==> config.mk <==
export PLATFORM = sky130hd
export DESIGN_NAME = stream_arbiter
export DESIGN_NICKNAME = d
export VERILOG_FILES = /design/src/rtl/stream_arbiter.sv
export SDC_FILE = /design/constraint.sdc
export NUM_CORES = 1
export LEC_CHECK = 0
export ABC_AREA = 1
export CAP_MARGIN = 20
export CORE_AREA = 2 2 142 144
export CTS_BUF_LIST = sky130_fd_sc_hd__clkbuf_8
export CTS_CLUSTER_DIAMETER = 30
export CTS_CLUSTER_SIZE = 40
export DETAILED_ROUTE_END_ITERATION = 10
export DIE_AREA = 0 0 144 146
export PLACE_DENSITY_LB_ADDON = 0.12
export SLEW_MARGIN = 40
export SYNTH_ARGS = -nofsm -noshare
export SYNTH_HDL_FRONTEND = slang
export SYNTH_SLANG_ARGS = --single-unit
==> constraint.sdc <==
create_clock -name clk -period 1.95 [get_ports clk]
set_input_delay 0.195 -clock clk [delete_from_list [all_inputs] [get_ports clk]]
set_output_delay 0.195 -clock clk [all_outputs]
set_load 0.01 [all_outputs]
==> src/rtl/stream_arbiter.sv <==
// stream_arbiter: four-way Avalon-ST packet arbiter onto one shared source.
// Arbitration is round-robin over requesters that present a start-of-packet
// beat. Grants happen on packet boundaries only. Granting costs one idle cycle,
// and the packet then streams through combinationally until its EOP beat is
// accepted. While idle, non-SOP beats are consumed, thrown away and flagged
// on orphan_err.
// Optional build macro STREAM_ARBITER_PKT_CNT_EN adds the pkt_cnt output. It
// holds four 16-bit wrapping counters of packets completed per requester.
module stream_arbiter #(
    parameter int DATA_WIDTH  = 64,
    parameter int EMPTY_WIDTH = 3
) (
    input  logic                       clk,
    input  logic                       rst_n,
    input  logic [4*DATA_WIDTH-1:0]    in_data,
    input  logic [3:0]                 in_valid,
    input  logic [3:0]                 in_sop,
    input  logic [3:0]                 in_eop,
    input  logic [4*EMPTY_WIDTH-1:0]   in_empty,
    output logic [3:0]                 in_ready,
    output logic [DATA_WIDTH-1:0]      out_data,
    output logic                       out_valid,
    output logic                       out_sop,
    output logic                       out_eop,
    output logic [EMPTY_WIDTH-1:0]     out_empty,
    input  logic                       out_ready,
    input  logic [3:0]                 in_en,
    output logic                       busy,
    output logic [1:0]                 grant_idx,
    output logic                       orphan_err
`ifdef STREAM_ARBITER_PKT_CNT_EN
    ,
    output logic [63:0]                pkt_cnt
`endif
);

    typedef enum logic {IDLE, PASS} state_t;

    state_t     state;
    logic [1:0] last_grant;
    logic [3:0] cand;
    logic [3:0] discard;
    logic [1:0] sel;
    logic [1:0] idx;
    logic       sel_found;
    logic       pass;
    logic       done;

    assign pass    = (state == PASS);
    assign cand    = in_valid & in_sop & in_en;
    assign discard = in_valid & ~in_sop;

    // Round-robin pick: first candidate found searching upward from last_grant+1
    always_comb begin
        sel       = 2'd0;
        sel_found = 1'b0;
        idx       = 2'd0;
        for (int k = 1; k <= 4; k++) begin
            idx = last_grant + 2'(k);
            if (!sel_found && cand[idx]) begin
                sel       = idx;
                sel_found = 1'b1;
            end
        end
    end

    // Source side follows the granted sink while a packet is in flight
    always_comb begin
        out_data  = in_data[grant_idx*DATA_WIDTH +: DATA_WIDTH];
        out_empty = in_empty[grant_idx*EMPTY_WIDTH +: EMPTY_WIDTH];
        out_valid = pass & in_valid[grant_idx];
        out_sop   = pass & in_sop[grant_idx];
        out_eop   = pass & in_eop[grant_idx];
    end

    assign done = out_valid & out_ready & out_eop;

    // Ready steering: granted sink mirrors out_ready; idle drains orphan beats.
    // Held low during reset so no beat is taken while the arbiter is cleared.
    always_comb begin
        in_ready = 4'b0000;
        if (!rst_n) begin
            in_ready = 4'b0000;
        end else if (pass) begin
            in_ready[grant_idx] = out_ready;
        end else begin
            in_ready = discard;
        end
    end

    // Arbitration FSM with registered status outputs
    always_ff @(posedge clk or negedge rst_n) begin
        if (!rst_n) begin
            state      <= IDLE;
            last_grant <= 2'd3;
            grant_idx  <= 2'd0;
            busy       <= 1'b0;
            orphan_err <= 1'b0;
        end else begin
            case (state)
                IDLE: begin
                    orphan_err <= |discard;
                    if (sel_found) begin
                        state      <= PASS;
                        grant_idx  <= sel;
                        last_grant <= sel;
                        busy       <= 1'b1;
                    end
                end
                PASS: begin
                    orphan_err <= 1'b0;
                    if (done) begin
                        state <= IDLE;
                        busy  <= 1'b0;
                    end
                end
                default: begin
                    state      <= IDLE;
                    busy       <= 1'b0;
                    orphan_err <= 1'b0;
                end
            endcase
        end
    end

`ifdef STREAM_ARBITER_PKT_CNT_EN
    // Per-requester completed-packet counters, wrapping at 16 bits
    always_ff @(posedge clk or negedge rst_n) begin
        if (!rst_n) begin
            pkt_cnt <= '0;
        end else begin
            for (int i = 0; i < 4; i++) begin
                if (done && grant_idx == 2'(i)) begin
                    pkt_cnt[i*16 +: 16] <= pkt_cnt[i*16 +: 16] + 16'd1;
                end
            end
        end
    end
`endif

endmodule

==> out/qor.yml, run 1 <==
critical_path:
  worstSetupStartpointType: "register"
  reg2reg_depth: 10
  worstPathArrival_ns: 1.70
  critPathBufInv: 6
  crit_start: "grant_idx[1]$_DFFE_PN0P_"
  crit_cells: 9
  cp_slowest_stage_delay_ns: 0.39
  slowest_stage: "dfrtp_1"
  rrSetupSlack_ns: 0.30
  cp_top_family: "buffers and inverters"
  crit_required_ns: 1.75
  path_class: "register to primary output"
  rr_startpoint: "last_grant[0]$_DFFE_PN1P_"
  path_cells: "inv_2, nand2_2, inv_2, buf_12, buf_4, buf_4, a22oi_2, nand2_1, clkdlybuf4s15_2"
  cp_max_fo: 11
  cp-end-kind: "primary output"
drt:
  viasPerCell: 4.25
  wirelength_um: 19700
  firstDrtPassIters: 4
  vias: 4367
  wl_per_cell_um: 19.1
  drt_iter0_markers: 109
  drc_errors: 0
  antenna_left: 0
sta:
  period_share_pct: 97.0
  fmax_mhz: 529
  grt_setup_unrepaired: "yes"
  finClkSkew_ns: 0.00145
  setup_violations: 0
  hold_viol: 0
  min_period_ns: 1.89
  relSlewSlack_pct: 77.7
  tightest_slew_ns: 0.334
  finalMaxSlewViolations: 0
cts:
  path_clk_slew_ns: 0.04
  clock_tree.root_cell: "clkbuf_8"
  clock_sinks: 7
  tritoncts: "yes"
  insertion_delay_ns: 0.23
  cts_buffer_depth: 2
  cts_inserted_buffers: 3
  h-tree-depth: 1
synthesis:
  synth-main-ff-cell: "dfrtp_1"
  syn_area_mm2: 0.00219
  synth-edff-count: 0
  synth_area_per_cell_um2: 5.76
  netlist_instances: 380
  synth_nets: 667
  synthDistinctLibCells: 29
  yosys_warnings: 0
  ys_seq_area_share_pct: 8.12
  async_flop_share_pct: 100
  ys_seq_elements: 7
outcome:
  status: "complete, no violations"
placement:
  dp_cells: 1018
  dp_hpwl_um: 16200
  routabilityCongestion: 0.852
  placed_area_mm2: 0.00646
  port_buffers: 364
global_routing:
  grt-ovfl-total: 0
  grt_pass1_wl_um: 27600
  antenna_found_initial: 0
  grt_max_degree: 32
  first_global_vias: 4486
  groute.usage.overall_pct: 17.2
die:
  coreArea_mm2: 0.0193
  ios: 365
  rows: 51
  die_h_um: 146
  fp.dieW_um: 144
  dieArea_mm2: 0.0210
  initial_core_util_pct: 11.3
power_and_ir_drop:
  total_power_mw: 7.30
  ir_worst_vdd_v: 0.000579
  powerDensity_mw_per_mm2: 1110
  p_leak_nw: 2.78
final_layout:
  design_area_mm2: 0.00659
  area_growth_pct: 201
  post-route-util_pct: 34.1
  drive_gt1_share_pct: 14.8
  fillerInstances: 2103
  fin_nets: 1050
  instances_no_fill: 1028
min_path:
  hold_class: "input pin to async pin"
flow_run:
  cap_violations: 0
-- state kept, by name, summed over array words and instances, names as in the netlist --
signal	count
last_grant	2
grant_idx	2
pass	1
orphan_err	1
busy	1
-- per-stage QoR --
stage,setup slack [ns],hold slack [ns],TNS [ns]
after detailed placement,-0.0320,0.477,-0.0440
after CTS,-0.0159,0.288,-0.0299
after floorplan,0.450,-0.101,0
after global routing,-0.0512,0.312,-0.313
final,0.0583,0.281,0
after global placement,-0.0487,0.477,-0.0487
-- path summary, 6_finish.rpt --
kind | to
worst max-delay path | out_empty[2]
worst min register to register | busy$_DFFE_PN0P_
worst max register to register | last_grant[0]$_DFFE_PN1P_
worst min-delay path | orphan_err$_DFF_PN0_
min in group clk | busy$_DFFE_PN0P_
max in group asynchronous | last_grant[0]$_DFFE_PN1P_
-- synthesized netlist by cell type (2+ instances only) --
library cell / n / area share [%]
nor2_1: 6 / 1.0
nand4_1: 3 / 0.86
buf_6: 2 / 1.0
nand2_2: 5 / 1.4
buf_2: 10 / 2.3
nand2_1: 143 / 25
dfrtp_1: 5 / 5.7
dfstp_2: 2 / 2.4
clkbuf_1: 18 / 3.1
inv_2: 4 / 0.69
nand3b_1: 3 / 1.0
a221oi_1: 2 / 0.80
inv_1: 10 / 1.7
nand3_1: 37 / 8.5
a22oi_1: 111 / 38
a21oi_1: 6 / 1.4
-- power by group --
| group | leakage, nW | total (mW) | switching [mW] | internal (mW) |
|---|---|---|---|---|
| logic | 2.68 | 6.78 | 3.48 | 3.30 |
| clock network | 0.0269 | 0.205 | 0.0682 | 0.137 |
| registers | 0.0797 | 0.315 | 0.0916 | 0.224 |
| total | 2.78 | 7.30 | 3.64 | 3.66 |
-- worst reg2reg max path, delay by kind of cell (launching register included) --
kind | cells | cell delay, ns
and+or+nand+nor | 9 | 0.85
buffers and inverters | 1 | 0.07
DFF | 1 | 0.68
-- repair_timing --
item,CTS,global route
resized for setup,116,68
pin swaps,0,1
setup endpoints to repair,73,63
buffers inserted,3,0
hold buffers,0,0
gates cloned,2,0
-- logic make-up after synthesis --
logic type / count (synthesis) / synth area share (%)
simple gates: 201 / 39.4
compound gates: 126 / 43.0
buf+inv: 46 / 9.49
flops: 7 / 8.12
-- cell usage in the layout (no fill, tap or decap) --
cell type        instances
a211oi_4                 1
a21oi_1                  6
a221oi_1                 2
a22oi_1                 93
a22oi_2                 18
a41oi_2                  1
buf_12                  12
buf_2                   10
buf_4                   27
buf_6                    3
buf_8                    1
bufbuf_16                2
clkbuf_2                13
clkbuf_8                 3
clkdlybuf4s15_1         24
clkdlybuf4s15_2          1
clkdlybuf4s50_1        290
dfrtp_1                  5
dfstp_2                  2
diode_2                  1
dlygate4sd2_1           25
inv_1                   10
inv_2                    6
inv_8                    1
nand2_1                142
nand2_2                  6
nand2_4                  1
nand3_1                 37
nand3_2                  1
nand3_4                  1
nand3b_1                 3
nand4_1                  3
nor2_1                   6
nor2_2                   1
o211ai_1                 1
o21ai_1                  1
o21ai_2                  1
o21ai_4                  1
o22ai_1                  1
-- layout make-up --
class	count	area [um^2]	area share, %
sequential	7	178	2.70
multi-input combinational	327	1920	29.1
inverter	16	67.6	1.03
clock buffer	3	41.3	0.627
timing repair buffer	408	4050	61.4
clock inverter	1	3.75	0.0570
antenna	1	2.50	0.0380
tap	265	332	5.04
-- metal layers --
layer  GRT usage, %  vias up  part of all wire [%]
li1               -     2161                     -
met1           20.1     2039                    41
met2           33.2      157                    52
met3           2.80       10                   6.5
met4           1.76        0                  0.64
met5              0        -                     0
Note: power is estimated with default switching activity, not from simulation.
==> run 2, diff against run 1 <==
Settings changed: MAX_ROUTING_LAYER from default to met4.
==> out/qor.yml, run 2 (synthesis gave the netlist of run 1 again) <==
power_and_ir_drop:
  p_leak_nw: 2.78  # about the same
  powerDensity_mw_per_mm2: 1110  # about the same
  total_power_mw: 7.31  # was 7.30 mW
  ir_worst_vdd_v: 0.000579  # about the same
die:
  initial_core_util_pct: 11.3  # unchanged
  ios: 365  # unchanged
  rows: 51  # unchanged
  die_h_um: 146  # unchanged
  coreArea_mm2: 0.0193  # unchanged
  fp.dieW_um: 144  # unchanged
  dieArea_mm2: 0.0210  # unchanged
drt:
  drc_errors: 0  # unchanged
  viasPerCell: 4.25  # about the same
  firstDrtPassIters: 4  # unchanged
  vias: 4373  # was 4,367
  wl_per_cell_um: 19.2  # was 19.1 um
  antenna_left: 0  # unchanged
  wirelength_um: 19700  # about the same
  drt_iter0_markers: 104  # was 109
final_layout:
  area_growth_pct: 201  # about the same
  register_area_um2: 178  # unchanged
  final_cell_mix: "clkdlybuf4s50_1 (290), nand2_1 (142), a22oi_1 (92)"  # was clkdlybuf4s50_1 (290), nand2_1 (142), a22oi_1 (93)
  top_regs: "grant_idx (2), last_grant (2)"  # unchanged
  drive_gt1_share_pct: 15.0  # was 14.8%
  final_common_cell: "clkdlybuf4s50_1"  # unchanged
  fin_nets: 1050  # unchanged
  multi_input_area_mm2: 0.00192  # about the same
  post-route-util_pct: 34.1  # about the same
  fillerInstances: 2102  # was 2,103
sta:
  finalMaxSlewViolations: 0  # unchanged
  hold_viol: 0  # unchanged
  tightest_slew_ns: 0.334  # about the same
  min_period_ns: 1.89  # about the same
  setup_violations: 0  # unchanged
  relSlewSlack_pct: 77.7  # about the same
  finClkSkew_ns: 0.00137  # was 0.00145 ns
  fmax_mhz: 528  # was 529 MHz
  period_share_pct: 97.1  # was 97.0%
  grt_setup_unrepaired: "yes"  # unchanged
global_routing:
  grt-ovfl-total: 0  # unchanged
  first_global_vias: 4478  # was 4,486
  groute.usage.overall_pct: 17.7  # was 17.2%
  grt_max_degree: 32  # unchanged
  antenna_found_initial: 0  # unchanged
  grt_pass1_wl_um: 27600  # about the same
critical_path:
  cp_top_family: "buffers and inverters"  # unchanged
  worstPathArrival_ns: 1.70  # about the same
  path_class: "register to primary output"  # unchanged
  crit_required_ns: 1.75  # about the same
  cp_slowest_stage_delay_ns: 0.39  # about the same
  cp-end-kind: "primary output"  # unchanged
  path_cells: "inv_2, nand2_2, inv_2, buf_12, buf_4, buf_4, a22oi_2, nand2_1, clkdlybuf4s15_2"  # unchanged
  cp_max_fo: 11  # unchanged
  worstSetupStartpointType: "register"  # unchanged
  critPathBufInv: 6  # unchanged
  slowest_stage: "dfrtp_1"  # unchanged
cts:
  cts_buffer_depth: 2  # unchanged
  clock_sinks: 7  # unchanged
  clock_tree.root_cell: "clkbuf_8"  # unchanged
  path_clk_slew_ns: 0.04  # about the same
  cts_inserted_buffers: 3  # unchanged
  h-tree-depth: 1  # unchanged
  tritoncts: "yes"  # unchanged
  insertion_delay_ns: 0.23  # about the same
min_path:
  hold_class: "input pin to async pin"  # unchanged
outcome:
  status: "complete, no violations"  # unchanged
placement:
  routabilityCongestion: 0.865  # was 0.852
  port_buffers: 364  # unchanged
  dp_hpwl_um: 16200  # unchanged
flow_run:
  cap_violations: 0  # unchanged
[run 2: cell types whose count changed in the layout (fill, tap and decap cells not counted)]
cell / change
a22oi_1: -1
a22oi_2: +1
[run 2: timing repair]
action                     in CTS  in global routing
cloned                          2                  0
pin swaps                       0                  1
setup buffers                   3                  0
resized for setup             116                 69
setup endpoints to repair      73                 63
hold buffers                    0                  0
[run 2: final cells by class]
class	count	share of cell area [%]
clock inverters	1	0.0570
well taps	265	5.03
clock buffers	3	0.627
multi-input cells	327	29.1
diodes	1	0.0380
flip-flops and latches	7	2.70
repair buffers	408	61.4
inverters	16	1.03
[run 2: where the power goes]
group          total, mW  internal [mW]  switching (mW)
sequential         0.316          0.224          0.0918
combinational       6.79           3.30            3.49
clock              0.205          0.137          0.0684
total               7.31           3.66            3.65
[run 2: routing by layer]
layer  up-vias  wire length (um)  track usage, %  part of all wire [%]
met5         -                 0               -                     0
met1      2041              8070            20.3                    41
met3        10              1300            2.70                   6.6
met2       161             10200            33.1                    52
li1       2161                 -               -                     -
met4         0               125            1.72                  0.63
[run 2: worst reg2reg max path: stages, from the launching register on]
cell and delay [ns]:
dfstp_2 0.68, inv_8 0.07, nand2_1 0.08, nand2_2 0.08, nand3_1 0.11, nand2_1 0.08
nor2_2 0.15, nand3_1 0.09, nand2_1 0.07, nand3_1 0.11, nand2_1 0.08
[run 2: final timing paths]
check / startpoint / to / slack, ns / cells past startpoint
max in group asynchronous: rst_n / last_grant[0]$_DFFE_PN1P_ / 1.46 / 2
min in group clk: busy$_DFFE_PN0P_ / busy$_DFFE_PN0P_ / 0.49 / 2
worst max register to register: last_grant[0]$_DFFE_PN1P_ / last_grant[0]$_DFFE_PN1P_ / 0.30 / 10
worst min-delay path: rst_n / orphan_err$_DFF_PN0_ / 0.28 / 2
worst min register to register: busy$_DFFE_PN0P_ / busy$_DFFE_PN0P_ / 0.49 / 2
worst max-delay path: grant_idx[1]$_DFFE_PN0P_ / out_empty[2] / 0.06 / 9
[run 2: metrics by stage]
stage          TNS [ns]  cells  hold WS (ns)  cell area (um^2)  setup slack [ns]
2_1_floorplan         0    380        -0.101              2190             0.450
3_3_place_gp    -0.0487   1018         0.477              6460           -0.0487
3_5_place_dp    -0.0440   1018         0.477              6460           -0.0320
4_1_cts         -0.0299   1027         0.288              6560           -0.0159
5_1_grt          -0.316   1027         0.312              6590           -0.0512
6_report              0   1028         0.281              6590            0.0568
==> run 3, diff against run 2 <==
Settings changed: SKIP_CTS_REPAIR_TIMING from default to 1.
==> out/qor.yml, run 3 (synthesis gave the netlist of run 1 again) <==
final_layout:
  multi_input_area_mm2: 0.00181  # was 0.00192 mm^2
  design_area_mm2: 0.00668  # was 0.00659 mm^2
  top_regs: "grant_idx (2), last_grant (2)"  # unchanged
  fin_nets: 1046  # was 1,050
  register_area_um2: 178  # unchanged
  drive_gt1_share_pct: 8.58  # was 15.0%
  instances_no_fill: 1024  # was 1,028
  final_common_cell: "clkdlybuf4s50_1"  # unchanged
  area_growth_pct: 205  # was 201%
  fillerInstances: 2087  # was 2,102
  final_cell_mix: "clkdlybuf4s50_1 (306), nand2_1 (143), a22oi_1 (110)"  # was clkdlybuf4s50_1 (290), nand2_1 (142), a22oi_1 (92)
die:
  fp.dieW_um: 144  # unchanged
  coreArea_mm2: 0.0193  # unchanged
  ios: 365  # unchanged
  rows: 51  # unchanged
  dieArea_mm2: 0.0210  # unchanged
  die_h_um: 146  # unchanged
  initial_core_util_pct: 11.3  # unchanged
flow_run:
  cap_violations: 0  # unchanged
cts:
  cts_inserted_buffers: 3  # unchanged
  clock_tree.root_cell: "clkbuf_8"  # unchanged
  tritoncts: "yes"  # unchanged
  clock_sinks: 7  # unchanged
  insertion_delay_ns: 0.23  # about the same
  h-tree-depth: 1  # unchanged
  path_clk_slew_ns: 0.04  # about the same
  cts_buffer_depth: 2  # unchanged
power_and_ir_drop:
  ir_worst_vdd_v: 0.000580  # was 0.000579 V
  p_leak_nw: 3.28  # was 2.78 nW
  powerDensity_mw_per_mm2: 1110  # about the same
sta:
  layout_setup_ws_ns: -0.172  # was 0.0568 ns
  finalMaxSlewViolations: 0  # unchanged
  grt_setup_unrepaired: "yes"  # unchanged
  period_share_pct: 109  # was 97.1%
  relSlewSlack_pct: 77.3  # was 77.7%
  tightest_slew_ns: 0.341  # was 0.334 ns
  fmax_mhz: 471  # was 528 MHz
  hold_viol: 0  # unchanged
  min_period_ns: 2.12  # was 1.89 ns
  finClkSkew_ns: 0.00133  # was 0.00137 ns
  fin_hold_ws_ns: 0.279  # was 0.281 ns
  setup_violations: 16  # was 0
outcome:
  violations: "negative setup slack"
  status: "complete, but fails checks"  # was complete, no violations
critical_path:
  crit_required_ns: 1.75  # about the same
  path_class: "register to primary output"  # unchanged
  worstSetupStartpointType: "register"  # unchanged
  worstPathArrival_ns: 1.93  # was 1.70 ns
  cp_max_fo: 15  # was 11
  cp-end-kind: "primary output"  # unchanged
drt:
  firstDrtPassIters: 4  # unchanged
  wirelength_um: 19500  # was 19,700 um
  antenna_left: 0  # unchanged
  viasPerCell: 4.26  # was 4.25
  vias: 4363  # was 4,373
  drc_errors: 0  # unchanged
  wl_per_cell_um: 19.0  # was 19.2 um
  drt_iter0_markers: 142  # was 104
placement:
  dp_hpwl_um: 16200  # unchanged
  dp_cells: 1018  # unchanged
  placed_area_mm2: 0.00646  # unchanged
  routabilityCongestion: 0.865  # unchanged
  port_buffers: 364  # unchanged
global_routing:
  groute.usage.overall_pct: 17.3  # was 17.7%
  first_global_vias: 4473  # was 4,478
  antenna_found_initial: 0  # unchanged
  grt_pass1_wl_um: 27200  # was 27,600 um
  grt_max_degree: 35  # was 32
  grt-ovfl-total: 0  # unchanged
min_path:
  hold_class: "input pin to async pin"  # unchanged
## run 3: cell count changes in the layout (fill, tap and decap cells not counted), sizes merged
cell / delta
clkdlybuf4s15: -25
clkdlybuf4s50: +16
buf: -12
bufbuf: -2
dlymetal6s2s: +57
clkbuf: -13
dlygate4sd2: -25
## run 3: metal layers
metal / share of wire [%] / track usage, % / up-vias
li1: - / - / 2152
met1: 40 / 19.6 / 2031
met2: 52 / 32.3 / 168
met3: 7.0 / 2.80 / 12
met4: 0.79 / 2.35 / 0
met5: 0 / - / -
## run 3: final timing paths
path | start | endpoint | slack [ns] | cells past startpoint
worst max-delay path | grant_idx[0]$_DFFE_PN0P_ | out_data[56] | -0.17 | 8
worst max register to register | last_grant[0]$_DFFE_PN1P_ | grant_idx[0]$_DFFE_PN0P_ | 0.30 | 10
min in group clk | busy$_DFFE_PN0P_ | busy$_DFFE_PN0P_ | 0.49 | 2
worst min register to register | busy$_DFFE_PN0P_ | busy$_DFFE_PN0P_ | 0.49 | 2
max in group asynchronous | rst_n | last_grant[0]$_DFFE_PN1P_ | 1.47 | 2
worst min-delay path | rst_n | orphan_err$_DFF_PN0_ | 0.28 | 2
## run 3: through the flow
step	setup WS [ns]	power (mW)	utilization (%)	TNS, ns
3_3_place_gp	-0.0487	7.38	33.4	-0.0487
5_1_grt	-0.287	7.92	34.5	-4.08
3_5_place_dp	-0.0320	7.39	33.4	-0.0440
2_1_floorplan	0.450	3.29	-	0
6_report	-0.172	7.38	34.5	-2.27
4_1_cts	-0.236	7.65	33.7	-11.89
## run 3: where the power goes
part           switching [mW]  internal, mW  leakage (nW)
sequential             0.0894         0.224        0.0797
clock                  0.0688         0.137        0.0269
combinational            3.35          3.51          3.17
## run 3: critical path: stages (launching register included)
cell,delay (ns)
dfrtp_1,0.39
inv_1,0.08
nand2_1,0.08
inv_2,0.12
buf_12,0.14
buf_12,0.14
a22oi_1,0.09
nand2_1,0.09
clkdlybuf4s50_1,0.55
## run 3: area by class of cell
| cell class | instances | share of cell area [%] |
|---|---|---|
| antenna | 1 | 0.0375 |
| clock buffer | 3 | 0.619 |
| clock inverter | 1 | 0.0562 |
| inverter | 16 | 1.01 |
| multi-input combinational | 327 | 27.2 |
| sequential | 7 | 2.66 |
| tap | 265 | 4.97 |
| timing repair buffer | 404 | 63.5 |
